[src/rtl/fan_pkg.sv]
// Shared constants and helpers for the fan speed governor.
package fan_pkg;

    // Speed level codes as seen by the fan driver
    localparam logic [1:0] LVL_25  = 2'b00;
    localparam logic [1:0] LVL_50  = 2'b01;
    localparam logic [1:0] LVL_75  = 2'b10;
    localparam logic [1:0] LVL_100 = 2'b11;

    // Fan wiring codes
    localparam logic [1:0] LINE_2 = 2'b00;
    localparam logic [1:0] LINE_3 = 2'b01;
    localparam logic [1:0] LINE_4 = 2'b10;

    typedef enum logic [1:0] {
        ST_OFF    = 2'd0,
        ST_SPINUP = 2'd1,
        ST_RUN    = 2'd2,
        ST_STALL  = 2'd3
    } fan_state_e;

    // Wiring code 11 is not a real wiring option and behaves as 4-line
    function automatic logic [1:0] norm_line(input logic [1:0] cfg);
        return (cfg == 2'b11) ? LINE_4 : cfg;
    endfunction

    // a - b evaluated in 9 bits, clamped at zero
    function automatic logic [7:0] sub_clamp(input logic [7:0] a, input logic [7:0] b);
        logic [8:0] diff;
        diff = {1'b0, a} - {1'b0, b};
        return diff[8] ? 8'd0 : diff[7:0];
    endfunction

endpackage

[src/rtl/fan_speed_ctrl_if.sv]
// Control bundle from the governor to the fan driver block.
interface fan_speed_ctrl_if;

    logic       fan_switch;
    logic [1:0] pwm_choice;
    logic [1:0] power_choice;
    logic [1:0] line_choice;

    modport master (
        output fan_switch,
        output pwm_choice,
        output power_choice,
        output line_choice
    );

    modport slave (
        input fan_switch,
        input pwm_choice,
        input power_choice,
        input line_choice
    );

endinterface

[src/rtl/fan_tach_mon.sv]
// Tach monitor: 2-flop synchroniser, optional glitch filter, rising-edge
// detect and per-window pulse count. Emits a one-cycle stall_pulse when a
// window closes with too few edges.
// Build option: FAN_TACH_DEBOUNCE_EN inserts a 3-tap majority filter after
// the synchroniser (2 extra cycles of latency, rejects 1-cycle glitches).
module fan_tach_mon
    import fan_pkg::*;
#(
    parameter int              CNT_W      = 24,
    parameter logic [CNT_W-1:0] TACH_WIN  = 24'd2_000_000,
    parameter logic [7:0]      MIN_PULSES = 8'd4
) (
    input  logic clk,
    input  logic rst_n,
    input  logic tach,
    input  logic win_cnt_restart,
    input  logic stall_en,
    output logic stall_pulse
);

    logic [1:0]       sync_q;
    logic             tach_f;
    logic             tach_prev;
    logic             tach_rise;
    logic [CNT_W-1:0] win_cnt;
    logic [7:0]       pulse_cnt;
    logic [7:0]       pulse_inc;
    logic             win_end;

    // Bring the asynchronous tach into the clk domain
    always_ff @(posedge clk or negedge rst_n) begin
        if (!rst_n) sync_q <= 2'b00;
        else        sync_q <= {sync_q[0], tach};
    end

`ifdef FAN_TACH_DEBOUNCE_EN
    logic [1:0] taps_q;
    logic       filt_q;

    // Majority of three consecutive samples, registered
    always_ff @(posedge clk or negedge rst_n) begin
        if (!rst_n) begin
            taps_q <= 2'b00;
            filt_q <= 1'b0;
        end else begin
            taps_q <= {taps_q[0], sync_q[1]};
            filt_q <= (sync_q[1] & taps_q[0]) | (sync_q[1] & taps_q[1]) | (taps_q[0] & taps_q[1]);
        end
    end

    assign tach_f = filt_q;
`else
    assign tach_f = sync_q[1];
`endif

    // Previous filtered level for rising-edge detection
    always_ff @(posedge clk or negedge rst_n) begin
        if (!rst_n) tach_prev <= 1'b0;
        else        tach_prev <= tach_f;
    end

    assign tach_rise = tach_f & ~tach_prev;
    assign pulse_inc = (tach_rise && pulse_cnt != 8'hFF) ? pulse_cnt + 8'd1 : pulse_cnt;
    assign win_end   = (win_cnt == TACH_WIN - CNT_W'(1));

    // Window timer and saturating edge count; the edge seen in the closing
    // cycle still counts toward that window
    always_ff @(posedge clk or negedge rst_n) begin
        if (!rst_n) begin
            win_cnt     <= '0;
            pulse_cnt   <= 8'd0;
            stall_pulse <= 1'b0;
        end else if (win_cnt_restart) begin
            win_cnt     <= '0;
            pulse_cnt   <= 8'd0;
            stall_pulse <= 1'b0;
        end else if (win_end) begin
            win_cnt     <= '0;
            pulse_cnt   <= 8'd0;
            stall_pulse <= stall_en && (pulse_inc < MIN_PULSES);
        end else begin
            win_cnt     <= win_cnt + CNT_W'(1);
            pulse_cnt   <= pulse_inc;
            stall_pulse <= 1'b0;
        end
    end

endmodule

[src/rtl/fan_speed_ctrl.sv]
// Fan speed governor: temperature-to-level mapping with hysteresis,
// rate-limited stepping, forced spin-up and tach stall recovery.
// Build option: FAN_TACH_DEBOUNCE_EN (see fan_tach_mon).
//
// state     | meaning
// ----------+-----------------------------------------------------------
// ST_OFF    | driver off, level 00, waiting for a fan_en rising edge
// ST_SPINUP | driver on at 100% for SPINUP_CYC cycles
// ST_RUN    | level stepped toward target, tach checked per window
// ST_STALL  | driver on at 100% for RETRY_CYC cycles, then retry spin-up
module fan_speed_ctrl
    import fan_pkg::*;
#(
    parameter int               CNT_W      = 24,
    parameter logic [CNT_W-1:0] SPINUP_CYC = 24'd1_000_000,
    parameter logic [CNT_W-1:0] STEP_CYC   = 24'd250_000,
    parameter logic [CNT_W-1:0] TACH_WIN   = 24'd2_000_000,
    parameter logic [7:0]       MIN_PULSES = 8'd4,
    parameter logic [CNT_W-1:0] RETRY_CYC  = 24'd4_000_000,
    parameter logic [7:0]       T50        = 8'd40,
    parameter logic [7:0]       T75        = 8'd55,
    parameter logic [7:0]       T100       = 8'd70,
    parameter logic [7:0]       HYST       = 8'd3
) (
    input  logic                clk,
    input  logic                rst_n,
    input  logic                fan_en,
    input  logic [1:0]          line_cfg,
    input  logic [7:0]          temp,
    input  logic                temp_vld,
    input  logic                tach,
    input  logic                fault_clr,
    fan_speed_ctrl_if.master    drv,
    output logic [1:0]          cur_level,
    output logic                fan_fault
);

    localparam logic [1:0] S_OFF    = ST_OFF;
    localparam logic [1:0] S_SPINUP = ST_SPINUP;
    localparam logic [1:0] S_RUN    = ST_RUN;
    localparam logic [1:0] S_STALL  = ST_STALL;

    logic [1:0]       state;
    logic [1:0]       target;
    logic             fan_en_q;
    logic [CNT_W-1:0] tmr_cnt;
    logic [CNT_W-1:0] step_cnt;
    logic [1:0]       line_norm;
    logic [1:0]       line_q;
    logic             stall_pulse;
    logic             mon_restart;
    logic             stall_en;
    logic [1:0]       up_lvl;
    logic [7:0]       cur_thr;
    logic [7:0]       down_thr;
    logic             sw_q;
    logic [1:0]       pwm_q;
    logic [1:0]       pwr_q;

    assign line_norm = norm_line(line_cfg);

    // A wiring change in RUN restarts the tach window; outside RUN the
    // monitor is held clear so every RUN entry starts a fresh window
    assign mon_restart = (state != S_RUN) || (line_norm != line_q);
    assign stall_en    = (line_norm != LINE_2);

    fan_tach_mon #(
        .CNT_W      (CNT_W),
        .TACH_WIN   (TACH_WIN),
        .MIN_PULSES (MIN_PULSES)
    ) u_tach_mon (
        .clk             (clk),
        .rst_n           (rst_n),
        .tach            (tach),
        .win_cnt_restart (mon_restart),
        .stall_en        (stall_en),
        .stall_pulse     (stall_pulse)
    );

    // Candidate upward level and the hysteresis floor of the current target
    always_comb begin
        up_lvl = LVL_25;
        if (temp >= T100)     up_lvl = LVL_100;
        else if (temp >= T75) up_lvl = LVL_75;
        else if (temp >= T50) up_lvl = LVL_50;

        cur_thr = 8'd0;
        case (target)
            LVL_50:  cur_thr = T50;
            LVL_75:  cur_thr = T75;
            LVL_100: cur_thr = T100;
            default: cur_thr = 8'd0;
        endcase
        down_thr = sub_clamp(cur_thr, HYST);
    end

    // Target level: jumps up freely, drops at most one level per sample
    always_ff @(posedge clk or negedge rst_n) begin
        if (!rst_n) begin
            target <= LVL_25;
        end else if (temp_vld) begin
            if (up_lvl > target)
                target <= up_lvl;
            else if (target != LVL_25 && temp < down_thr)
                target <= target - 2'd1;
        end
    end

    // Registered copy of the wiring selection
    always_ff @(posedge clk or negedge rst_n) begin
        if (!rst_n) line_q <= LINE_2;
        else        line_q <= line_norm;
    end

    // Sequencer: state, applied level and its timers
    always_ff @(posedge clk or negedge rst_n) begin
        if (!rst_n) begin
            state     <= S_OFF;
            cur_level <= LVL_25;
            fan_en_q  <= 1'b0;
            tmr_cnt   <= '0;
            step_cnt  <= '0;
        end else begin
            fan_en_q <= fan_en;
            if (!fan_en) begin
                state     <= S_OFF;
                cur_level <= LVL_25;
                tmr_cnt   <= '0;
                step_cnt  <= '0;
            end else begin
                case (state)
                    S_OFF: begin
                        if (!fan_en_q) begin
                            state     <= S_SPINUP;
                            cur_level <= LVL_100;
                            tmr_cnt   <= '0;
                        end
                    end
                    S_SPINUP: begin
                        if (tmr_cnt == SPINUP_CYC - CNT_W'(1)) begin
                            state     <= S_RUN;
                            cur_level <= target;
                            tmr_cnt   <= '0;
                            step_cnt  <= '0;
                        end else begin
                            tmr_cnt <= tmr_cnt + CNT_W'(1);
                        end
                    end
                    S_RUN: begin
                        if (stall_pulse) begin
                            state     <= S_STALL;
                            cur_level <= LVL_100;
                            tmr_cnt   <= '0;
                            step_cnt  <= '0;
                        end else if (cur_level != target && step_cnt == STEP_CYC - CNT_W'(1)) begin
                            cur_level <= (cur_level < target) ? cur_level + 2'd1 : cur_level - 2'd1;
                            step_cnt  <= '0;
                        end else if (step_cnt != STEP_CYC - CNT_W'(1)) begin
                            // saturates so a fresh target is applied at once
                            step_cnt <= step_cnt + CNT_W'(1);
                        end
                    end
                    S_STALL: begin
                        if (tmr_cnt == RETRY_CYC - CNT_W'(1)) begin
                            state   <= S_SPINUP;
                            tmr_cnt <= '0;
                        end else begin
                            tmr_cnt <= tmr_cnt + CNT_W'(1);
                        end
                    end
                    default: begin
                        state     <= S_OFF;
                        cur_level <= LVL_25;
                    end
                endcase
            end
        end
    end

    // Sticky stall flag; a stall in the same cycle as a clear wins
    always_ff @(posedge clk or negedge rst_n) begin
        if (!rst_n)
            fan_fault <= 1'b0;
        else if (state == S_RUN && fan_en && stall_pulse)
            fan_fault <= 1'b1;
        else if (fault_clr && state != S_STALL)
            fan_fault <= 1'b0;
    end

    // Driver outputs; in OFF the driver inputs are parked at zero
    always_ff @(posedge clk or negedge rst_n) begin
        if (!rst_n) begin
            sw_q  <= 1'b0;
            pwm_q <= 2'b00;
            pwr_q <= 2'b00;
        end else if (state == S_OFF) begin
            sw_q  <= 1'b0;
            pwm_q <= 2'b00;
            pwr_q <= 2'b00;
        end else if (line_norm == LINE_2) begin
            sw_q  <= 1'b1;
            pwm_q <= 2'b00;
            pwr_q <= cur_level;
        end else begin
            sw_q  <= 1'b1;
            pwm_q <= cur_level;
            pwr_q <= 2'b11;
        end
    end

    assign drv.fan_switch   = sw_q;
    assign drv.pwm_choice   = pwm_q;
    assign drv.power_choice = pwr_q;
    assign drv.line_choice  = line_q;

endmodule

[src/flat_wrapper.sv]
// flat-port wrapper written by rule: the top's interface ports become plain ports
module fan_speed_ctrl_flat import fan_pkg::*;
#(
    parameter int               CNT_W      = 24,
    parameter logic [CNT_W-1:0] SPINUP_CYC = 24'd1_000_000,
    parameter logic [CNT_W-1:0] STEP_CYC   = 24'd250_000,
    parameter logic [CNT_W-1:0] TACH_WIN   = 24'd2_000_000,
    parameter logic [7:0]       MIN_PULSES = 8'd4,
    parameter logic [CNT_W-1:0] RETRY_CYC  = 24'd4_000_000,
    parameter logic [7:0]       T50        = 8'd40,
    parameter logic [7:0]       T75        = 8'd55,
    parameter logic [7:0]       T100       = 8'd70,
    parameter logic [7:0]       HYST       = 8'd3
)
  (clk, rst_n, fan_en, line_cfg, temp, temp_vld, tach, fault_clr, cur_level, fan_fault, drv_fan_switch, drv_pwm_choice, drv_power_choice, drv_line_choice);
  fan_speed_ctrl_if drv_i ();
  input  logic clk;
  input  logic rst_n;
  input  logic fan_en;
  input  logic [1:0] line_cfg;
  input  logic [7:0] temp;
  input  logic temp_vld;
  input  logic tach;
  input  logic fault_clr;
  output logic [1:0] cur_level;
  output logic fan_fault;
  output wire logic [$bits(drv_i.fan_switch)-1:0] drv_fan_switch;
  output wire logic [$bits(drv_i.pwm_choice)-1:0] drv_pwm_choice;
  output wire logic [$bits(drv_i.power_choice)-1:0] drv_power_choice;
  output wire logic [$bits(drv_i.line_choice)-1:0] drv_line_choice;
  assign drv_fan_switch = drv_i.fan_switch;
  assign drv_pwm_choice = drv_i.pwm_choice;
  assign drv_power_choice = drv_i.power_choice;
  assign drv_line_choice = drv_i.line_choice;
  fan_speed_ctrl #(.CNT_W(CNT_W), .SPINUP_CYC(SPINUP_CYC), .STEP_CYC(STEP_CYC), .TACH_WIN(TACH_WIN), .MIN_PULSES(MIN_PULSES), .RETRY_CYC(RETRY_CYC), .T50(T50), .T75(T75), .T100(T100), .HYST(HYST)) u_core (.clk(clk), .rst_n(rst_n), .fan_en(fan_en), .line_cfg(line_cfg), .temp(temp), .temp_vld(temp_vld), .tach(tach), .fault_clr(fault_clr), .drv(drv_i), .cur_level(cur_level), .fan_fault(fan_fault));
endmodule
[config.mk]
export PLATFORM = sky130hd
export DESIGN_NAME = fan_speed_ctrl_flat
export DESIGN_NICKNAME = d
export VERILOG_FILES = /design/src/rtl/fan_pkg.sv /design/src/rtl/fan_speed_ctrl_if.sv /design/src/rtl/fan_tach_mon.sv /design/src/rtl/fan_speed_ctrl.sv /design/src/flat_wrapper.sv
export SDC_FILE = /design/constraint.sdc
export NUM_CORES = 1
export LEC_CHECK = 0
export BUFFER_PORTS_ARGS = -buffer_cell sky130_fd_sc_hd__buf_2
export CAP_MARGIN = 20
export CORE_MARGIN = 1.5
export CORE_UTILIZATION = 60
export CTS_CLUSTER_SIZE = 12
export DETAILED_ROUTE_END_ITERATION = 6
export PLACE_DENSITY = 0.85
export SYNTH_ARGS = -nofsm -noshare
export SYNTH_HDL_FRONTEND = slang
export SYNTH_SLANG_ARGS = --single-unit
[constraint.sdc]
create_clock -name clk -period 3.4 [get_ports clk]
set_clock_uncertainty 0.1 [all_clocks]
set_input_delay 0.17 -clock clk [delete_from_list [all_inputs] [get_ports clk]]
set_output_delay 0.17 -clock clk [all_outputs]
set_load 0.01 [all_outputs]
### Word-level counts from Yosys, hierarchy flattened

Index checks and enable logic that the tools add are counted.

* flip-flop bits (word level): 99
* input port bits: 16
* word-level logic and storage cells: 124

* add/subtract/negate cells: 8
* magnitude comparators: 7
* eq/ne operators: 25
* multiplexer cells: 47
* bitwise logic cells: 2
* reduce and logical (&&, ||, !) cells: 19

Operators with widths (number)
* $mux 24: 12
* $pmux 24 s4: 1
* $add 24x1->24 const B: 3
* $pmux 24 s2: 1
* $mux 2: 20
* $mux 8: 4
* $eq 24x18->1 const B: 1
* $eq 24x20->1 const B: 1
* $eq 24x21->1 const B: 1
* $eq 24x22->1 const B: 1
* $ne 24x18->1 const B: 1
* $pmux 7 s3: 1
* $ge 8x6->1 const B: 2
* $eq 2x2->1 const B: 5
* $add 8x1->8 const B: 1
* $ge 8x7->1 const B: 1
* $lt 8x3->1 const B: 1
* $lt 8x8->1: 1
* $ne 8x8->1 const B: 1
* $pmux 2 s4: 1
* $reduce_and 4->1: 2
* $reduce_bool 2->1: 4
* $sub 7x2->8 const B: 1
* $logic_and 1x1->1: 7
* 21 further kinds: 34

### Longest topological paths before layout

* depth in word-level cells: 8
* depth in mapped cells: 10

### Hierarchy

From an unflattened synthesis, not the netlist that was laid out.

* cell total of the unflattened synthesis: 619
* area total of the unflattened synthesis: 5745.5 µm²

Modules (own cells, without submodules)
* fan_speed_ctrl: times used 1, cells each 430, area an instance 3921.3 µm², sequential area each 1576.5 µm²
* fan_tach_mon: times used 1, cells each 189, area an instance 1824.2 µm², sequential area each 900.9 µm²

### Worst setup path before layout

Ideal clock, no wire load.

* path kind: reg2reg
* start point: register u_core.tmr_cnt[20]
* end point: register u_core.tmr_cnt[22]
* setup time: 0.126 ns
* data arrival time: 2.425 ns
* data required time: 3.174 ns
* slack: 0.749 ns
* cell stages (with the launch flop): 7
* buffers on the path: 1
* period minus slack after synthesis: 2.651 ns
* path through: dfrtp_1 or4_1 or4_4 o21a_4 o41ai_4 buf_6 a21oi_1

* cells in the longest elaborated chain, start to end: 4

RTL lines
* start: declaration: RTL line fan_speed_ctrl.sv:46 `logic [CNT_W-1:0] tmr_cnt;`
* start signal: assignment: RTL line fan_speed_ctrl.sv:146 `tmr_cnt <= tmr_cnt + CNT_W'(1);`
* start signal: assignment: RTL line fan_speed_ctrl.sv:168 `tmr_cnt <= tmr_cnt + CNT_W'(1);`
* $add 24x1->24 (tied with other cells): RTL line fan_speed_ctrl.sv:146, fan_speed_ctrl.sv:168
* $mux 24, on equally long branches: RTL line fan_speed_ctrl.sv:164, fan_speed_ctrl.sv:140
* $pmux 24 s4 *: RTL line fan_speed_ctrl.sv:131 `case (state)`
* $mux 24 *: RTL line fan_speed_ctrl.sv:125 `if (!fan_en) begin`

Mark *: on every way between the ends. The rest lies on a longest branch, timed or not.
A chain may end at the register's enable or synchronous reset.

### Worst setup path in the final report

* start point: register u_core.step_cnt[13]
* end point: register u_core.cur_level[0]

* cells in the longest elaborated chain, start to end: 4

RTL lines
* start: declaration: RTL line fan_speed_ctrl.sv:47 `logic [CNT_W-1:0] step_cnt;`
* start signal: assignment: RTL line fan_speed_ctrl.sv:160 `step_cnt <= step_cnt + CNT_W'(1);`
* $eq 24x18->1: RTL line fan_speed_ctrl.sv:155 `end else if (cur_level != target && step_cnt == STEP_CYC - CNT_W'(1)) begin`
* $logic_and 1x1->1: RTL line fan_speed_ctrl.sv:155
* $ne 4x3->1 (no line)
* $reduce_and 4->1 (no line)
* end signal: assignment: RTL line fan_speed_ctrl.sv:142 `cur_level <= target;`
* end signal: assignment: RTL line fan_speed_ctrl.sv:156 `cur_level <= (cur_level < target) ? cur_level + 2'd1 : cur_level - 2'd1;`
* end: declaration: RTL line fan_speed_ctrl.sv:34 `output logic [1:0] cur_level,`

No other way between the ends.

==> metrics <==
status=finished, final reports clean; post-synthesis adder-cell area fraction=4.545%; placed cell areas=6016 µm²; Post-synth ARST share=100.0%; sequential cell area fraction in the yosys report=42.86%; Site Rows=35; top-area cell type share of the netlist area=42.86%; Global Route Usage Sum=26.29%; detailed-route DRC error count=0; Max Cap Viol=0; unrepaired setup endpoints after global routing=false; WP data required=3590 ps; # setup viols final=0; Hold Vio Cnt, Final=0; Seq cells post-synth=99; via count=4,914; Ys Warns=0; Nets=685; Worst R2R Start=u_core.step_cnt[13]$_DFFE_PN0P_; Synth Flop Type=dfrtp_1; share of post-route cells with drive strength above 1=9.495%; Total Neg Setup Slack=0 ps; count of non-filler cells in the finished layout=782; I/O pin count=26; global-route wire length before repair=21.64 mm; Post-Route WL=12.84 mm; Rel. slew slack=25.24%; worst slew pin tran=1111 ps; mean post-synth cell area=9.249 µm²; synth unique cells=69; Fillers=738; Pleak=2.591 nW; Multi-input gate area=3077 µm²; Initial Util=62.26%; proportion of synthesized area in mux cells=0.6926%; ant diodes=0; Starting DRT DRC Count=297; Pwr Total=2.904 mW; WP data arrival=3120 ps; DR pass1 iterations=5; die width=101.2 µm; post-route cell area=6240 µm²; Core Box Area=9284 µm²; clk_lat worst skew=370 ps; hold_ws=12.64 ps; FF+latch area=2477 µm²; Mapped Cells=625; DRT antenna net count=0; initial antenna violation count=0; total grt overflow=0; Num CTS Buffers=9; VDD IR max=0.4009 mV; Max Fclk=341.4 MHz; H-Tree Depth=3; clk root buf=clkbuf_8; hold path start=fault_clr; IO buf count=25; leading area contributor after synthesis=dfrtp_1; Via density=6.284; pwr/cell area=465.4 nW/µm²; die outline area=10,230 µm²; FF-to-FF End=u_core.cur_level[0]$_DFFE_PN0P_; Post-Synth XOR/XNOR Area=6.061%; Min-Delay Endpoint=u_core.fan_fault$_DFFE_PN0P_; Post-synth EDFFs=0; Syn Nets=662; fin crit period=2929 ps; Area contributors post-synth=dfrtp_1 (43%), ha_1 (4.5%), nor2_1 (4.0%); Placement Setup Slack=526.9 ps; hold depth=3; worst-case clock buffer depth=2; critical path class=register to register; Routability Congestion=0.9242; Simple-Gate Fraction of Synth Area=26.47%; complex-gate fraction of the synthesized area=15.39%; CP startpoint kind=register; Hold Path Class=input port to register; Clock transition at path regs=100 ps; Placed Cells=762; Die H=101.2 µm; worst-path fanout max=17; largest family of logic cells by synthesized area=simple AND/OR/NAND/NOR gates; Tcrit/Tclk final=86.16%; R2R cell count=5; fin util=67.21%; Synth Cell Area=5781 µm²; post-DP HPWL=9.033 mm; crit end category=register; WL/cell=16.42 µm; R2R Setup Slk=470 ps; largest net degree at the start of global routing=40; vias in the first global route=4,709; Synth-to-Final Area Change=7.944%; Max Slew Vio Count=0; setup ws final=470.5 ps; TritonCTS clock tree=built; Sink Count=99
cells by family after synthesis:
| kind of cell | count (synthesis) |
|---|---|
| other | 1 |
| buffers and inverters | 56 |
| adders and majority gates | 21 |
| and+or+nand+nor | 284 |
| DFF | 99 |
| AOI/OAI and AO/OA | 120 |
| muxes | 4 |
| xor gates and xnor gates | 40 |
layout make-up:
class / instances / share of cell area (%)
Timing Repair Buffer: 36 / 3.529
Sequential cell: 99 / 39.70
Clock buffer: 9 / 1.985
Inverter: 32 / 1.925
Multi-Input combinational cell: 470 / 49.31
Tap cell: 129 / 2.587
Clock inverter: 7 / 0.9625
timing repair:
| action | in CTS | in global routing |
|---|---|---|
| gates resized for setup | 0 | 0 |
| hold endpoints to repair | 41 | 0 |
| buffers inserted | 0 | 0 |
| hold buffers | 4 | 0 |
state kept, by name (all words and copies together) (netlist names), 8 cells and up:
signal	flops
u_core.u_tach_mon.win_cnt	24
u_core.u_tach_mon.pulse_cnt	8
u_core.step_cnt	24
u_core.tmr_cnt	24
per-layer routing:
layer	wire [µm]	track usage, %	vias to the layer above
li1	-	-	2348
met4	235	8.868	0
met1	5579	34.11	2386
met3	561	4.210	26
met5	0	0	-
met2	6467	45.07	154
synth_stat cells, types with 4 or more instances:
cell	instances
nand2b_1	6
a31o_2	4
or4_1	9
o2bb2ai_1	4
nor2_1	62
xnor2_1	17
o221ai_1	5
ha_1	21
nand4_1	27
nor2b_1	5
mux2i_1	4
dfrtp_1	99
and3_1	17
o21ai_0	22
nor4_1	14
or3_1	7
o211ai_1	8
nor3_1	20
a21oi_1	17
inv_1	32
clkbuf_1	20
o21a_1	4
or2_2	5
xor2_1	23
nand2_1	42
a211oi_1	8
and4_1	8
nor3b_1	4
nand3_1	38
o31ai_1	10
and2_1	5
worst max-delay path, cell delays in order, from the launching register on:
cell and delay, ps:
dfrtp_1 410, or4_1 530, or4_1 560, o31a_1 540
or3_1 470, a211oi_1 230
cells in the final DEF (no fill, tap or decap), types with 9 or more instances in the layout:
cell,netlist,final
a21oi_1,17,17
and3_1,17,17
buf_2,1,24
clkbuf_8,0,9
dfrtp_1,99,99
ha_1,21,21
inv_1,32,32
nand2_1,42,42
nand3_1,38,38
nand4_1,27,27
nor2_1,62,62
nor3_1,20,20
nor4_1,14,14
o21ai_0,22,22
o31ai_1,10,10
or4_1,9,9
xnor2_1,17,17
xor2_1,23,23
power by group:
| part | switching [mW] | leakage [nW] | internal (mW) |
|---|---|---|---|
| sequential | 0.0627 | 1.35 | 1.25 |
| combinational | 0.548 | 1.15 | 0.320 |
| clock | 0.452 | 0.0844 | 0.278 |
worst max-delay path by stage:
stage | from | to | slack [ps] | cells past startpoint
after CTS | u_core.step_cnt[13]$_DFFE_PN0P_ | u_core.cur_level[0]$_DFFE_PN0P_ | 500 | 5
after global placement | u_core.step_cnt[11]$_DFFE_PN0P_ | u_core.cur_level[0]$_DFFE_PN0P_ | 570 | 5
after floorplan | u_core.tmr_cnt[20]$_DFFE_PN0P_ | u_core.tmr_cnt[22]$_DFFE_PN0P_ | 750 | 6
after detailed placement | u_core.step_cnt[13]$_DFFE_PN0P_ | u_core.cur_level[0]$_DFFE_PN0P_ | 530 | 5
after global routing | u_core.state[0]$_DFFE_PN0P_ | u_core.step_cnt[7]$_DFFE_PN0P_ | 330 | 7
final | u_core.step_cnt[13]$_DFFE_PN0P_ | u_core.cur_level[0]$_DFFE_PN0P_ | 470 | 5
No activity file was read; power rests on OpenSTA's default activity.
